$ cat src/rtl/norm_l_arbiter_pkg.sv
// norm_l_arbiter_pkg
// Shared definitions for the norm_l arbiter slice:
//   - FSM state encodings (IDLE=0, LAUNCH=1, WAIT=2, RESP=3)
//   - default requester count and watchdog timeout
//   - rr_next_idx: round-robin successor of an index, wrapping at n-1
package norm_l_arbiter_pkg;

    localparam logic [1:0] ST_IDLE   = 2'd0;
    localparam logic [1:0] ST_LAUNCH = 2'd1;
    localparam logic [1:0] ST_WAIT   = 2'd2;
    localparam logic [1:0] ST_RESP   = 2'd3;

    localparam int DEFAULT_N_REQ   = 4;
    // The core needs at most 33 cycles; 48 leaves margin before declaring it hung.
    localparam int DEFAULT_TIMEOUT = 48;

    // Successor of idx in a ring of n entries (n need not be a power of two).
    function automatic int rr_next_idx(input int idx, input int n);
        return (idx + 1 >= n) ? 0 : idx + 1;
    endfunction

endpackage

$ cat src/rtl/norm_l_arbiter_rr_pick.sv
// rr_pick
// Combinational round-robin selector.
//   req        in   N_REQ   request vector
//   ptr        in   PTR_W   highest-priority index for this pick
//   winner_oh  out  N_REQ   one-hot winner (zero when no request)
//   winner_idx out  PTR_W   binary winner index (zero when no request)
//   any        out  1       at least one request present
// The winner is the first set request at or above ptr, wrapping from
// N_REQ-1 back to 0. The scan never produces an index >= N_REQ.
module rr_pick #(
    parameter int N_REQ = 4,
    parameter int PTR_W = 2
) (
    input  logic [N_REQ-1:0] req,
    input  logic [PTR_W-1:0] ptr,
    output logic [N_REQ-1:0] winner_oh,
    output logic [PTR_W-1:0] winner_idx,
    output logic             any
);

    // One extra bit so ptr + offset cannot overflow before the wrap.
    logic [PTR_W:0]   slot;
    logic [PTR_W-1:0] cand;

    always_comb begin
        winner_oh  = '0;
        winner_idx = '0;
        any        = 1'b0;
        slot       = '0;
        cand       = '0;
        for (int i = 0; i < N_REQ; i++) begin
            slot = {1'b0, ptr} + (PTR_W + 1)'(i);
            if (slot >= (PTR_W + 1)'(N_REQ)) begin
                slot = slot - (PTR_W + 1)'(N_REQ);
            end
            cand = slot[PTR_W-1:0];
            if (!any && req[cand]) begin
                any             = 1'b1;
                winner_idx      = cand;
                winner_oh[cand] = 1'b1;
            end
        end
    end

endmodule

$ cat src/rtl/norm_l_arbiter.sv
// norm_l_arbiter
// Shares one norm_l normalisation core among N_REQ requesters. A round-robin
// pick in IDLE latches the winner's operand, the core is started with a
// one-cycle core_ready, the result is captured on core_done and returned to
// the winner with a one-cycle done pulse. A watchdog aborts a hung core.
//
// Ports
//   clk         in   1          clock, posedge
//   reset       in   1          asynchronous, active-low
//   req         in   N_REQ      level requests, sampled only in IDLE
//   var1_bus    in   32*N_REQ   operand of requester i at [32*i+31:32*i]
//   grant       out  N_REQ      one-hot pulse in the cycle the operand is latched
//   done        out  N_REQ      one-hot pulse when norm_out is valid
//   norm_out    out  16         result, held until the next done
//   err         out  1          sticky core-timeout flag, cleared by reset only
//   busy        out  1          high in every state but IDLE
//   core_var1   out  32         registered operand to the core
//   core_ready  out  1          start pulse to the core
//   core_reset  out  1          active-high reset to the core
//   core_norm   in   16         core result
//   core_done   in   1          core done pulse
//   state_dbg   out  2          current FSM state (IDLE/LAUNCH/WAIT/RESP)
//
// Handshake: a requester holds req until it sees its grant pulse and drops
// it on the following cycle; its operand only has to be valid during the
// IDLE cycle that produces the grant. The core is started by core_ready and
// answers with a single core_done pulse; grant, done and core_ready are all
// flop outputs, so no input reaches them combinationally.
module norm_l_arbiter
    import norm_l_arbiter_pkg::*;
#(
    parameter int N_REQ   = DEFAULT_N_REQ,
    parameter int PTR_W   = 2,
    parameter int TIMEOUT = DEFAULT_TIMEOUT
) (
    input  logic                  clk,
    input  logic                  reset,
    input  logic [N_REQ-1:0]      req,
    input  logic [32*N_REQ-1:0]   var1_bus,
    output logic [N_REQ-1:0]      grant,
    output logic [N_REQ-1:0]      done,
    output logic [15:0]           norm_out,
    output logic                  err,
    output logic                  busy,
    output logic [31:0]           core_var1,
    output logic                  core_ready,
    output logic                  core_reset,
    input  logic [15:0]           core_norm,
    input  logic                  core_done,
    output logic [1:0]            state_dbg
);

    localparam int WDOG_W = (TIMEOUT > 1) ? $clog2(TIMEOUT) : 1;
    localparam logic [WDOG_W-1:0] WDOG_LAST = WDOG_W'(TIMEOUT - 1);
    localparam logic [PTR_W-1:0]  IDX_LAST  = PTR_W'(N_REQ - 1);

    logic [1:0]         state_q,     state_d;
    logic [PTR_W-1:0]   ptr_q,       ptr_d;
    logic [PTR_W-1:0]   winner_q,    winner_d;
    logic [WDOG_W-1:0]  wdog_q,      wdog_d;
    logic [N_REQ-1:0]   grant_q,     grant_d;
    logic [N_REQ-1:0]   done_q,      done_d;
    logic [15:0]        norm_out_q,  norm_out_d;
    logic               err_q,       err_d;
    logic [31:0]        core_var1_q, core_var1_d;
    logic               core_ready_q, core_ready_d;
    logic               abort_q,     abort_d;

    logic [N_REQ-1:0]   pick_oh;
    logic [PTR_W-1:0]   pick_idx;
    logic               pick_any;
    logic [31:0]        sel_var1;

    rr_pick #(
        .N_REQ (N_REQ),
        .PTR_W (PTR_W)
    ) u_rr_pick (
        .req        (req),
        .ptr        (ptr_q),
        .winner_oh  (pick_oh),
        .winner_idx (pick_idx),
        .any        (pick_any)
    );

    // AND-OR operand mux driven by the one-hot pick.
    always_comb begin
        sel_var1 = '0;
        for (int i = 0; i < N_REQ; i++) begin
            if (pick_oh[i]) begin
                sel_var1 = var1_bus[32*i +: 32];
            end
        end
    end

    always_comb begin
        state_d      = state_q;
        ptr_d        = ptr_q;
        winner_d     = winner_q;
        wdog_d       = wdog_q;
        grant_d      = '0;
        done_d       = '0;
        norm_out_d   = norm_out_q;
        err_d        = err_q;
        core_var1_d  = core_var1_q;
        core_ready_d = 1'b0;
        abort_d      = 1'b0;

        case (state_q)
            ST_IDLE: begin
                if (pick_any) begin
                    winner_d     = pick_idx;
                    grant_d      = pick_oh;
                    core_var1_d  = sel_var1;
                    // Registered here so the start pulse is high during LAUNCH.
                    core_ready_d = 1'b1;
                    state_d      = ST_LAUNCH;
                end
            end
            ST_LAUNCH: begin
                wdog_d  = '0;
                state_d = ST_WAIT;
            end
            ST_WAIT: begin
                if (core_done) begin
                    norm_out_d       = core_norm;
                    done_d[winner_q] = 1'b1;
                    state_d          = ST_RESP;
                end else if (wdog_q == WDOG_LAST) begin
                    // Hung core: answer the requester with 0, flag it and
                    // pulse core_reset so the core is back in INIT.
                    err_d            = 1'b1;
                    norm_out_d       = '0;
                    abort_d          = 1'b1;
                    done_d[winner_q] = 1'b1;
                    state_d          = ST_RESP;
                end else begin
                    wdog_d = wdog_q + WDOG_W'(1);
                end
            end
            ST_RESP: begin
                // Just-served requester becomes lowest priority.
                ptr_d   = (winner_q == IDX_LAST) ? '0 : winner_q + PTR_W'(1);
                state_d = ST_IDLE;
            end
            default: begin
                state_d = ST_IDLE;
            end
        endcase
    end

    always_ff @(posedge clk or negedge reset) begin
        if (!reset) begin
            state_q      <= ST_IDLE;
            ptr_q        <= '0;
            winner_q     <= '0;
            wdog_q       <= '0;
            grant_q      <= '0;
            done_q       <= '0;
            norm_out_q   <= '0;
            err_q        <= 1'b0;
            core_var1_q  <= '0;
            core_ready_q <= 1'b0;
            abort_q      <= 1'b0;
        end else begin
            state_q      <= state_d;
            ptr_q        <= ptr_d;
            winner_q     <= winner_d;
            wdog_q       <= wdog_d;
            grant_q      <= grant_d;
            done_q       <= done_d;
            norm_out_q   <= norm_out_d;
            err_q        <= err_d;
            core_var1_q  <= core_var1_d;
            core_ready_q <= core_ready_d;
            abort_q      <= abort_d;
        end
    end

    assign grant      = grant_q;
    assign done       = done_q;
    assign norm_out   = norm_out_q;
    assign err        = err_q;
    assign busy       = (state_q != ST_IDLE);
    assign core_var1  = core_var1_q;
    assign core_ready = core_ready_q;
    // Held high throughout our own reset so the core leaves reset with us.
    assign core_reset = ~reset | abort_q;
    assign state_dbg  = state_q;

endmodule
$ cat config.mk
export PLATFORM = sky130hd
export DESIGN_NAME = norm_l_arbiter
export DESIGN_NICKNAME = d
export VERILOG_FILES = /design/src/rtl/norm_l_arbiter_pkg.sv /design/src/rtl/norm_l_arbiter_rr_pick.sv /design/src/rtl/norm_l_arbiter.sv
export SDC_FILE = /design/constraint.sdc
export NUM_CORES = 1
export LEC_CHECK = 0
export ABC_AREA = 1
export CORE_UTILIZATION = 46
export CTS_CLUSTER_DIAMETER = 60
export DETAILED_ROUTE_END_ITERATION = 7
export PLACE_DENSITY = 0.87
export SYNTH_ARGS = -nofsm -noshare
export SYNTH_HDL_FRONTEND = slang
export SYNTH_SLANG_ARGS = --single-unit
$ cat constraint.sdc
create_clock -name clk -period 4.22 [get_ports clk]
set_clock_uncertainty 0.1 [all_clocks]
set_input_delay 0.844 -clock clk [delete_from_list [all_inputs] [get_ports clk]]
set_output_delay 0.844 -clock clk [all_outputs]
set_load 0.005 [all_outputs]
## Word-level counts from Yosys, hierarchy flattened

Cells that the tools add are included.

- Register bits after elaboration: 71
- Output and inout port bits: 62
- Word-level logic and storage cells: 127

- Add/sub/neg operators: 9
- $lt $le $gt $ge: 14
- Equality and inequality tests: 9
- Mux-type cells: 58
- Bitwise logic cells: 6
- Reduce and logical (&&, ||, !) cells: 20

Operators with widths:

| operator | count |
|---|---|
| 2-to-1 mux 32 bit | 4 |
| 2-to-1 mux 4 bit | 9 |
| 2-to-1 mux 16 bit | 2 |
| 2-to-1 mux 2 bit | 12 |
| 2-to-1 mux 1 bit | 18 |
| < comparator 2 x 3 -> 1 bit (second input constant) | 5 |
| 2-to-1 mux 6 bit | 2 |
| OR 4 bit | 3 |
| case mux 6 bit (2 select lines) | 1 |
| demux 1 bit (select 2 bit) | 5 |
| >= comparator 2 x 1 -> 1 bit (second input constant) | 5 |
| >= comparator 3 bit (second input constant) | 3 |
| binary-select mux 1 bit (select 2 bit) | 4 |
| logical AND 1 bit | 8 |
| case mux 2 bit (4 select lines) | 1 |
| subtractor 2 x 1 -> 2 bit (second input constant) | 4 |
| adder 2 x 2 -> 3 bit (second input constant) | 2 |
| adder 6 x 1 -> 6 bit (second input constant) | 1 |
| == test 2 bit (second input constant) | 3 |
| == test 6 bit (second input constant) | 1 |
| != test 2 bit (second input constant) | 3 |
| AND reduction 2 bit | 3 |
| AND reduction 3 bit | 2 |
| nonzero test 2 bit | 3 |
| 9 further kinds | 12 |

## Longest topological paths before layout

Gate-level depths: netlist of the first run.

- Depth in word-level cells: 18
- Gate-level depth with buffers: 17

## Modules after synthesis

From an unflattened synthesis of the first run, not the netlist that was laid out.

- Cells, all modules: 519
- Area, all modules: 4220.3 µm²

Modules (own cells, without submodules):

| module | instances | cells each | area an instance (µm²) | sequential area each (µm²) |
|---|---|---|---|---|
| norm_l_arbiter | 1 | 445 | 3779.9 | 1776.7 |
| rr_pick | 1 | 74 | 440.4 | 0.0 |

## Worst setup path after synthesis of the first run

No wires, ideal clock.

- Kind: register to register
- From: register ptr_q[0]
- To: register core_var1_q[10], in the netlist core_var1[10]
- Library setup time: 0.116 ns
- Arrival time: 2.028 ns
- Setup slack: 1.976 ns
- Cell stages (with the launch flop): 15
- Cell sequence: dfrtp_1 -> inv_2 -> ha_1 -> inv_1 -> nand3_1 -> nand2_1 -> nor2_2 -> a21boi_1 -> nand3_1 -> buf_6 -> buf_4 -> a21oi_1 -> nand2_1 -> nand2_1 -> nand2_1

- Word-level cells in the longest chain between the ends: 18
- Elaborated cells on any way between the ends: 65

Ends and longest elaborated chain:

| what | RTL line | text |
|---|---|---|
| start: declaration | norm_l_arbiter.sv:58 | `logic [PTR_W-1:0] ptr_q, ptr_d;` |
| start signal: assignment | norm_l_arbiter.sv:166 | `ptr_q <= ptr_d;` |
| parallel branches: the longest is 18 deep, another holds adder 2 x 1 -> 3 bit | n/a |  |
| end signal: assignment | norm_l_arbiter.sv:173 | `core_var1_q <= core_var1_d;` |
| end: declaration | norm_l_arbiter.sv:65 | `logic [31:0] core_var1_q, core_var1_d;` |

Several ways; the timed one is not identified. The select of a mux whose other input is x is not followed.
A chain may end at the register's enable or synchronous reset.

## Final worst setup path of the first run

- From: register ptr_q[0]
- To: register core_var1_q[4], in the netlist core_var1[4]

Same word-level chain as after synthesis.

==> results of run 1 <==
[area by class of cell]
type / count / area (µm²) / area share (%)
Sequential cell: 71 / 1780 / 25.2
Tap cell: 133 / 166 / 2.36
Clock buffer: 11 / 151 / 2.14
Clock inverter: 3 / 20.0 / 0.284
Inverter: 128 / 480 / 6.81
Multi-Input combinational cell: 496 / 2310 / 32.7
Timing Repair Buffer: 217 / 2160 / 30.6
[sequential cells by signal (all words and copies together) (netlist names), 2 cells and up]
register,count
core_var1,32
norm_out,16
wdog_q,6
done,4
grant,4
ptr_q,2
state_dbg,2
winner_q,2
[cells in the final DEF (no fill, tap or decap), drive strengths merged]
cell type	n
a211oi	1
a21boi	1
a21oi	40
a22oi	1
a32o	1
and3	1
buf	6
clkbuf	11
clkdlybuf4s50	211
clkinv	6
clkinvlp	2
dfrtp	71
ha	16
inv	123
nand2	275
nand3	92
nand4	4
nor2	51
nor3	1
o211ai	1
o21ai	7
o31ai	1
or2	1
xor2	2
[power by group through the flow]
stage	Sequential, mW	Clock (mW)	Combinational, mW
final	1.15	0.484	3.40
after floorplan	1.15	0	2.35
after CTS	1.15	0.495	3.40
after global placement	1.15	0	3.33
after global routing	1.19	0.516	3.81
after detailed placement	1.16	0	3.38
[layer usage]
| layer | wire, µm | share of wire [%] | GRT usage [%] | vias to the layer above |
|---|---|---|---|---|
| met5 | 0 | 0 | 0 | - |
| met4 | 355 | 2.5 | 10.8 | 0 |
| met3 | 1220 | 8.4 | 6.64 | 27 |
| met2 | 7120 | 49 | 48.0 | 249 |
| met1 | 5720 | 40 | 31.5 | 2292 |
| li1 | - | - | - | 2593 |
[cells by family (layout without fill, tap and decap cells)]
kind of cell	Yosys count	after routing	share of synthesized area [%]
AO/OA/AOI/OAI	53	53	5.92
buffers and inverters	163	359	14.6
flip-flops	71	71	37.2
adder cells (fa/ha/maj)	16	16	4.19
AND/OR/NAND/NOR	425	425	37.7
XOR/XNOR	2	2	0.367
[worst reg2reg max path: stages, from the launching register on]
cell and delay, ns:
dfrtp_1 0.58, inv_2 0.20, ha_1 0.40, inv_1 0.11, nand3_1 0.08, nand2_1 0.11, nand2_2 0.07, nor2_2 0.15
nand2_1 0.09, nand3_2 0.14, buf_4 0.54, nand2_1 0.14, inv_2 0.07, nor2_1 0.04, nand2_1 0.10, nand2_1 0.06
[worst min path at each step]
stage | startpoint | endpoint | cells after the start
after floorplan | err | err | 1
after global placement | norm_out[2] | norm_out[2] | 2
after detailed placement | norm_out[3] | norm_out[3] | 2
after CTS | reset | grant[3] | 1
after global routing | reset | grant[2] | 1
final | reset | grant[3] | 1
[through the flow]
step / hold slack (ns) / setup slack, ns
floorplan: 0.365 / 1.98
global placement: 0.353 / 0.928
detailed placement: 0.358 / 0.901
CTS: 0.311 / 1.16
global route: 0.327 / 0.871
finish: 0.309 / 1.12
==> results.md, run 1 <==
- Critical path buffers and inverters: 4
- # resized after CTS: 0
- DRC viols: 0
- Most numerous cell on the critical path: nand2_1
- Die Ht: 104 µm
- FF-to-FF End: core_var1[4]
- Post-route cell area: approximately 7100 µm²
- Synthesis warning total: 0
- Switching pwr: 2.50 mW
- Crit path cell chain: inv_2 > ha_1 > inv_1 > nand3_1 > nand2_1 > nand2_2 > nor2_2 > nand2_1 > nand3_2 > buf_4 > nand2_1 > inv_2 > nor2_1 > nand2_1 > nand2_1
- CP delay by family, top: simple AND/OR/NAND/NOR gates
- Vias in the first global route: between 4000 and 5000
- Reg2reg setup slack: 1.12 ns
- Pwr Total: 5.04 mW
- Num CTS Buffers: 9
- Yosys reg bits: between 70 and 80
- F_max: approximately 320 MHz
- GRT Util Overall: 27.2%
- Row cnt: 36
- Fillers: 833
- Overflow after GRT: 0
- Power per cell area: about 700 nW/µm²
- Area Growth Syn to Fin: 47.7%
- Number of enable flip-flop cells after synthesis: 0
- Detail Placement HPWL: 10.3 mm
- Synth cell count leaders: 266 x nand2_1, 102 x inv_1, 87 x nand3_1, 71 x dfrtp_1, 47 x nor2_1
- Area leader, netlist: dfrtp_1
- Diode count: 0
- Syn nets: between 800 and 900
- Critical path class: reg -> reg
- CP max FO: 61
- First-pass GRT wire length: between 20 and 25 mm
- H-tree levels: 3
- Switching portion of total power: about half
- Setup crit start: ptr_q[0]
- Top cells by area, synth: dfrtp_1 37%, nand2_1 21%, nand3_1 9.1%
- Worst setup path end: core_var1[4]
- Seq pwr share: between 20 and 25%
- Reg-to-Reg Start: ptr_q[0]
- Final Hold Vio Count: 0
- CTS tree: done
- CTS sink cnt: 71
- Root Buffer: clkbuf_8
- Max Slew Vio Count: 0
- # IOs: 213
- Req. time, crit path: around 4.4 ns
- Most common cell in the netlist: nand2_1
- Worst Tran Pin Value: between 0.7 and 0.8 ns
- Die area: between 10000 and 15000 µm²
- Logic pwr share: roughly two thirds
- Starting density of the core: 48.2%
- Final setup vio count: 0
- Synth Instances: between 700 and 800
- Non-Filler Instances: between 1000 and 1500
- Worst VDD drop: roughly 420 µV
- LEAKAGE: between 3 and 4 nW
- # Post-CTS Setup Buffers: 0
- Largest net degree at the start of global routing: 62
- Die X: roughly 100 µm
- Final min period: 3.10 ns
- Period utilization: 73.4%
- Max Cap Violations: 0
- CP max stage delay: ~0.58 ns
- Fin nets: between 1000 and 1500
- WL/cell: 13.6 µm
- Synthesized area: roughly 4800 µm²
- First-pass DRT Iterations: 5
- CTS Hold Bufs: 0
- Vias: 5161
- Slowest CP cell: dfrtp_1
- Core area: a little under 10000 µm²
- Violation count after the first detailed-route iteration: between 200 and 300
- IO Port Bufs: approximately 210
- Sequential fraction of the synthesis area: a little under two fifths
- Layout cells sized above 1: 6.59%
- Synth top area share: a little under two fifths
- Post-route ant nets: 0
- DR vias/cell: around 4.9
- Cells after DPL: 1045
- Startpoint Class: register
- Worst-skew pair later-pin latency: 0.34 ns
- Post-synthesis async set-or-reset flop share: between 90% and 100%
- Crit path depth: 15
- Int Power: around 2.5 mW
- Slew headroom: around half
- Final WL: around 14 mm
- Core Util, Final: between 70 and 80%
- Status: complete, no violations
- Post-synth cell types: 32
- Clock tree buffer depth: 2
- Most used DFF post-synth: dfrtp_1
- Worst Reg-to-Reg Cells: 15
- TNS Setup: 0 ns
- Avg Inst Size Synth: 6.55 µm²
- Crit. End Element: register
- Post-Place Cell Area: between 6000 and 7000 µm²
- Initial antenna violation count: 0
- Clock Power Share: a little under a tenth
- Hold Crit Class: in -> async
- GPL Wtd Cong: around 0.9
- CP arrival: 3.23 ns
- Reg clk slew, reported paths: about 0.080 ns
- RSZ-0062 raised after global routing: false
Note: power is estimated with default switching activity, not from simulation.
==> run 2, diff against run 1 <==
--- a/config.mk
+++ b/config.mk
@@ -6,10 +6,10 @@
 export NUM_CORES = 1
 export LEC_CHECK = 0
 export ABC_AREA = 1
-export CORE_UTILIZATION = 46
+export CORE_UTILIZATION = 43
 export CTS_CLUSTER_DIAMETER = 60
 export DETAILED_ROUTE_END_ITERATION = 7
-export PLACE_DENSITY = 0.87
+export PLACE_DENSITY = 0.82
 export SYNTH_ARGS = -nofsm -noshare
 export SYNTH_HDL_FRONTEND = slang
 export SYNTH_SLANG_ARGS = --single-unit
==> constraint.sdc (replaced) <==
create_clock -name clk -period 3.1 [get_ports clk]
set_clock_uncertainty 0.1 [all_clocks]
set_input_delay 0.62 -clock clk [delete_from_list [all_inputs] [get_ports clk]]
set_output_delay 0.62 -clock clk [all_outputs]
set_load 0.005 [all_outputs]
==> run 2 against run 1 <==
- first-iteration DRC count is the same
- cell area grew 2.4%
- sequential power grew 34%
- non-clock buffer count grew 12
- clock power grew 71%
- hold slack gained 0.062 ns
- sequential cell count is the same
- register-to-register slack lost 0.61 ns
- global-route usage shrank 2.3 points
- via count shrank 0.23%
- sequential share of layout area shrank 0.60 points
- critical path type unchanged
- largest cell class unchanged
==> results.md, run 2 (same netlist as run 1, synthesis figures left out) <==
- Slew headroom: 38.8% (was 49.1%)
- Most common cell after layout, fill and taps aside: nand2_1 (unchanged)
- Row cnt: 38 (was 36)
- Worst Tran Pin Value: 0.918 ns (was 0.761 ns)
- Max Cap Violations: 0 (unchanged)
- Clock tree buffer depth: 2 (unchanged)
- GPL Wtd Cong: 0.922 (was 0.882)
- Layout cells sized above 1: 7.88% (was 6.59%)
- Overflow after GRT: 0 (unchanged)
- First-pass DRT Iterations: 4 (was 5)
- LEAKAGE: 3.89 nW (was 3.79 nW)
- RSZ-0062 raised after global routing: false (unchanged)
- H-tree levels: 3 (unchanged)
- Violation count after the first detailed-route iteration: 299 (unchanged)
- GRT Util Overall: 24.9% (was 27.2%)
- TNS Setup: 0 ns (unchanged)
- Met2 Use GR: 44.1% (was 48.0%)
- Post-Place Cell Area: 7010 µm² (was 6890 µm²)
- Period utilization: 83.6% (was 73.4%)
- Most numerous cell on the critical path: nand2_1 (unchanged)
- CP max FO: 32 (was 61)
- Die Ht: 107 µm (was 104 µm)
- Reg clk slew, reported paths: 0.07 ns (was 0.08 ns)
- DRC viols: 0 (unchanged)
- Pwr Total: 7.22 mW (was 5.04 mW)
- Post-route ant nets: 0 (unchanged)
- Power per cell area: 998 nW/µm² (was 714 nW/µm²)
- Hold path depth: 2
- CP max stage delay: 0.48 ns (was 0.58 ns)
- Startpoint Class: register (unchanged)
- Diode count: 0 (unchanged)
- Met3 usage: 6.66% (was 6.64%)
- Detail Placement HPWL: 10.3 mm (about the same)
- CTS sink cnt: 71 (unchanged)
- Req. time, crit path: 3.23 ns (was 4.35 ns)
- Fin nets: 1102 (was 1090)
- First-pass GRT wire length: 22.4 mm (was 23.5 mm)
- # Post-CTS Setup Buffers: 0 (unchanged)
- GR peak layer: met2 (unchanged)
- Crit path cell chain: inv_1 > ha_1 > inv_1 > nand2_1 > nand2_1 > nor2_4 > nand4_1 > nand2_2 > inv_2 > nand3_4 > nor2_1 > nand2_1 > nand2_1 (was inv_2 > ha_1 > inv_1 > nand3_1 > nand2_1 > nand2_2 > nor2_2 > nand2_1 > nand3_2 > buf_4 > nand2_1 > inv_2 > nor2_1 > nand2_1 > nand2_1)
- Crit. End Element: register (unchanged)
- Fillers: 967 (was 833)
- # IOs: 213 (unchanged)
- Max Slew Vio Count: 0 (unchanged)
- Final WL: 14.1 mm (was 14.4 mm)
- Critical path class: reg -> reg (unchanged)
- Final setup vio count: 0 (unchanged)
- Starting density of the core: 44.1% (was 48.2%)
- Worst Reg-to-Reg Cells: 13 (was 15)
- Reg-to-Reg Start: ptr_q[1] (was ptr_q[0])
- Reg2reg setup slack: 0.51 ns (was 1.12 ns)
- Worst-skew pair later-pin latency: 0.34 ns (about the same)
- Vias in the first global route: 5016 (was 4997)
- CTS Hold Bufs: 0 (unchanged)
- Core area: 10800 µm² (was 9910 µm²)
- CTS tree: done (unchanged)
- Die X: 107 µm (was 104 µm)
- Worst hold start: norm_out[4]
- Area Growth Syn to Fin: 51.3% (was 47.7%)
- Final Hold Vio Count: 0 (unchanged)
- Slowest CP cell: dfrtp_1 (unchanged)
- Vias: 5149 (was 5161)
- Die area: 11500 µm² (was 10800 µm²)
- GRT met1 Usage: 28.5% (was 31.5%)
- Post-route cell area: 7230 µm² (was 7060 µm²)
- Num CTS Buffers: 9 (unchanged)
- CP arrival: 2.72 ns (was 3.23 ns)
- Root Buffer: clkbuf_8 (unchanged)
- Final min period: 2.59 ns (was 3.10 ns)
- FF-to-FF End: core_var1[28] (was core_var1[4])
- # resized after CTS: 0 (unchanged)
- F_max: 386 MHz (was 323 MHz)
- Max reg flops: 32 (unchanged)
- Initial antenna violation count: 0 (unchanged)
- DR vias/cell: 4.77 (was 4.87)
- Endpoint, Worst Hold: norm_out[4]
- Hold Crit Class: reg -> reg (was in -> async)
- Status: complete, no violations (unchanged)
- WL/cell: 13.0 µm (was 13.6 µm)
- Most frequent cells in the layout: 266 x nand2_1, 211 x clkdlybuf4s50_1, 102 x inv_1 (unchanged)
- IO Port Bufs: 212 (unchanged)
- Worst VDD drop: 501 µV (was 418 µV)
- Largest net degree at the start of global routing: 72 (was 62)
-- run 2: changes by cell type in the layout (fill, tap and decap cells not counted), sizes merged --
cell	previous run	this run
buf	6	18
bufinv	0	2
clkbuf	11	10
clkinv	6	8
clkinvlp	2	0
-- run 2: worst max path at each step --
stage,start,to,slack (ns)
after floorplan,ptr_q[0],core_var1[10],0.86
after global placement,req[3],core_var1[31],0.29
after detailed placement,req[3],core_var1[23],0.24
after CTS,ptr_q[1],core_var1[28],0.47
after global routing,ptr_q[1],core_var1[6],0.23
final,ptr_q[1],core_var1[28],0.51
-- run 2: cell type report --
type	instances	area (µm²)	share of cell area, %
Clock inverter	5	82.6	1.14
Clock buffer	10	138	1.90
Sequential cell	71	1780	24.6
Multi-Input combinational cell	496	2310	31.9
Inverter	128	480	6.64
Timing Repair Buffer	229	2270	31.4
Tap cell	140	175	2.42
-- run 2: layer usage --
metal / up-vias / share of wire, %
li1: 2616 / -
met1: 2321 / 41
met2: 192 / 50
met3: 20 / 7.7
met4: 0 / 1.6
met5: - / 0
-- run 2: report_power, final --
part	total [mW]	switching [mW]	internal, mW
clock network	0.828	0.356	0.472
logic	4.85	2.86	1.98
registers	1.54	0.219	1.32
total	7.22	3.44	3.78
-- run 2: worst max-delay path: cells and delay by family (launching register included) --
kind	cells	cell delay [ns]
buffers and inverters	3	0.29
AND/OR/NAND/NOR	9	1.21
flip-flops	1	0.48
adder cells (fa/ha/maj)	1	0.38
-- run 2: per-stage QoR --
| step | hold slack [ns] | std cells | setup slack, ns | utilization (%) |
|---|---|---|---|---|
| after floorplan | 0.224 | 730 | 0.856 | - |
| after global placement | 0.353 | 1064 | 0.294 | 64.7 |
| after detailed placement | 0.358 | 1064 | 0.239 | 64.7 |
| after CTS | 0.375 | 1079 | 0.472 | 66.7 |
| after global routing | 0.391 | 1079 | 0.227 | 66.7 |
| final | 0.371 | 1079 | 0.509 | 66.7 |
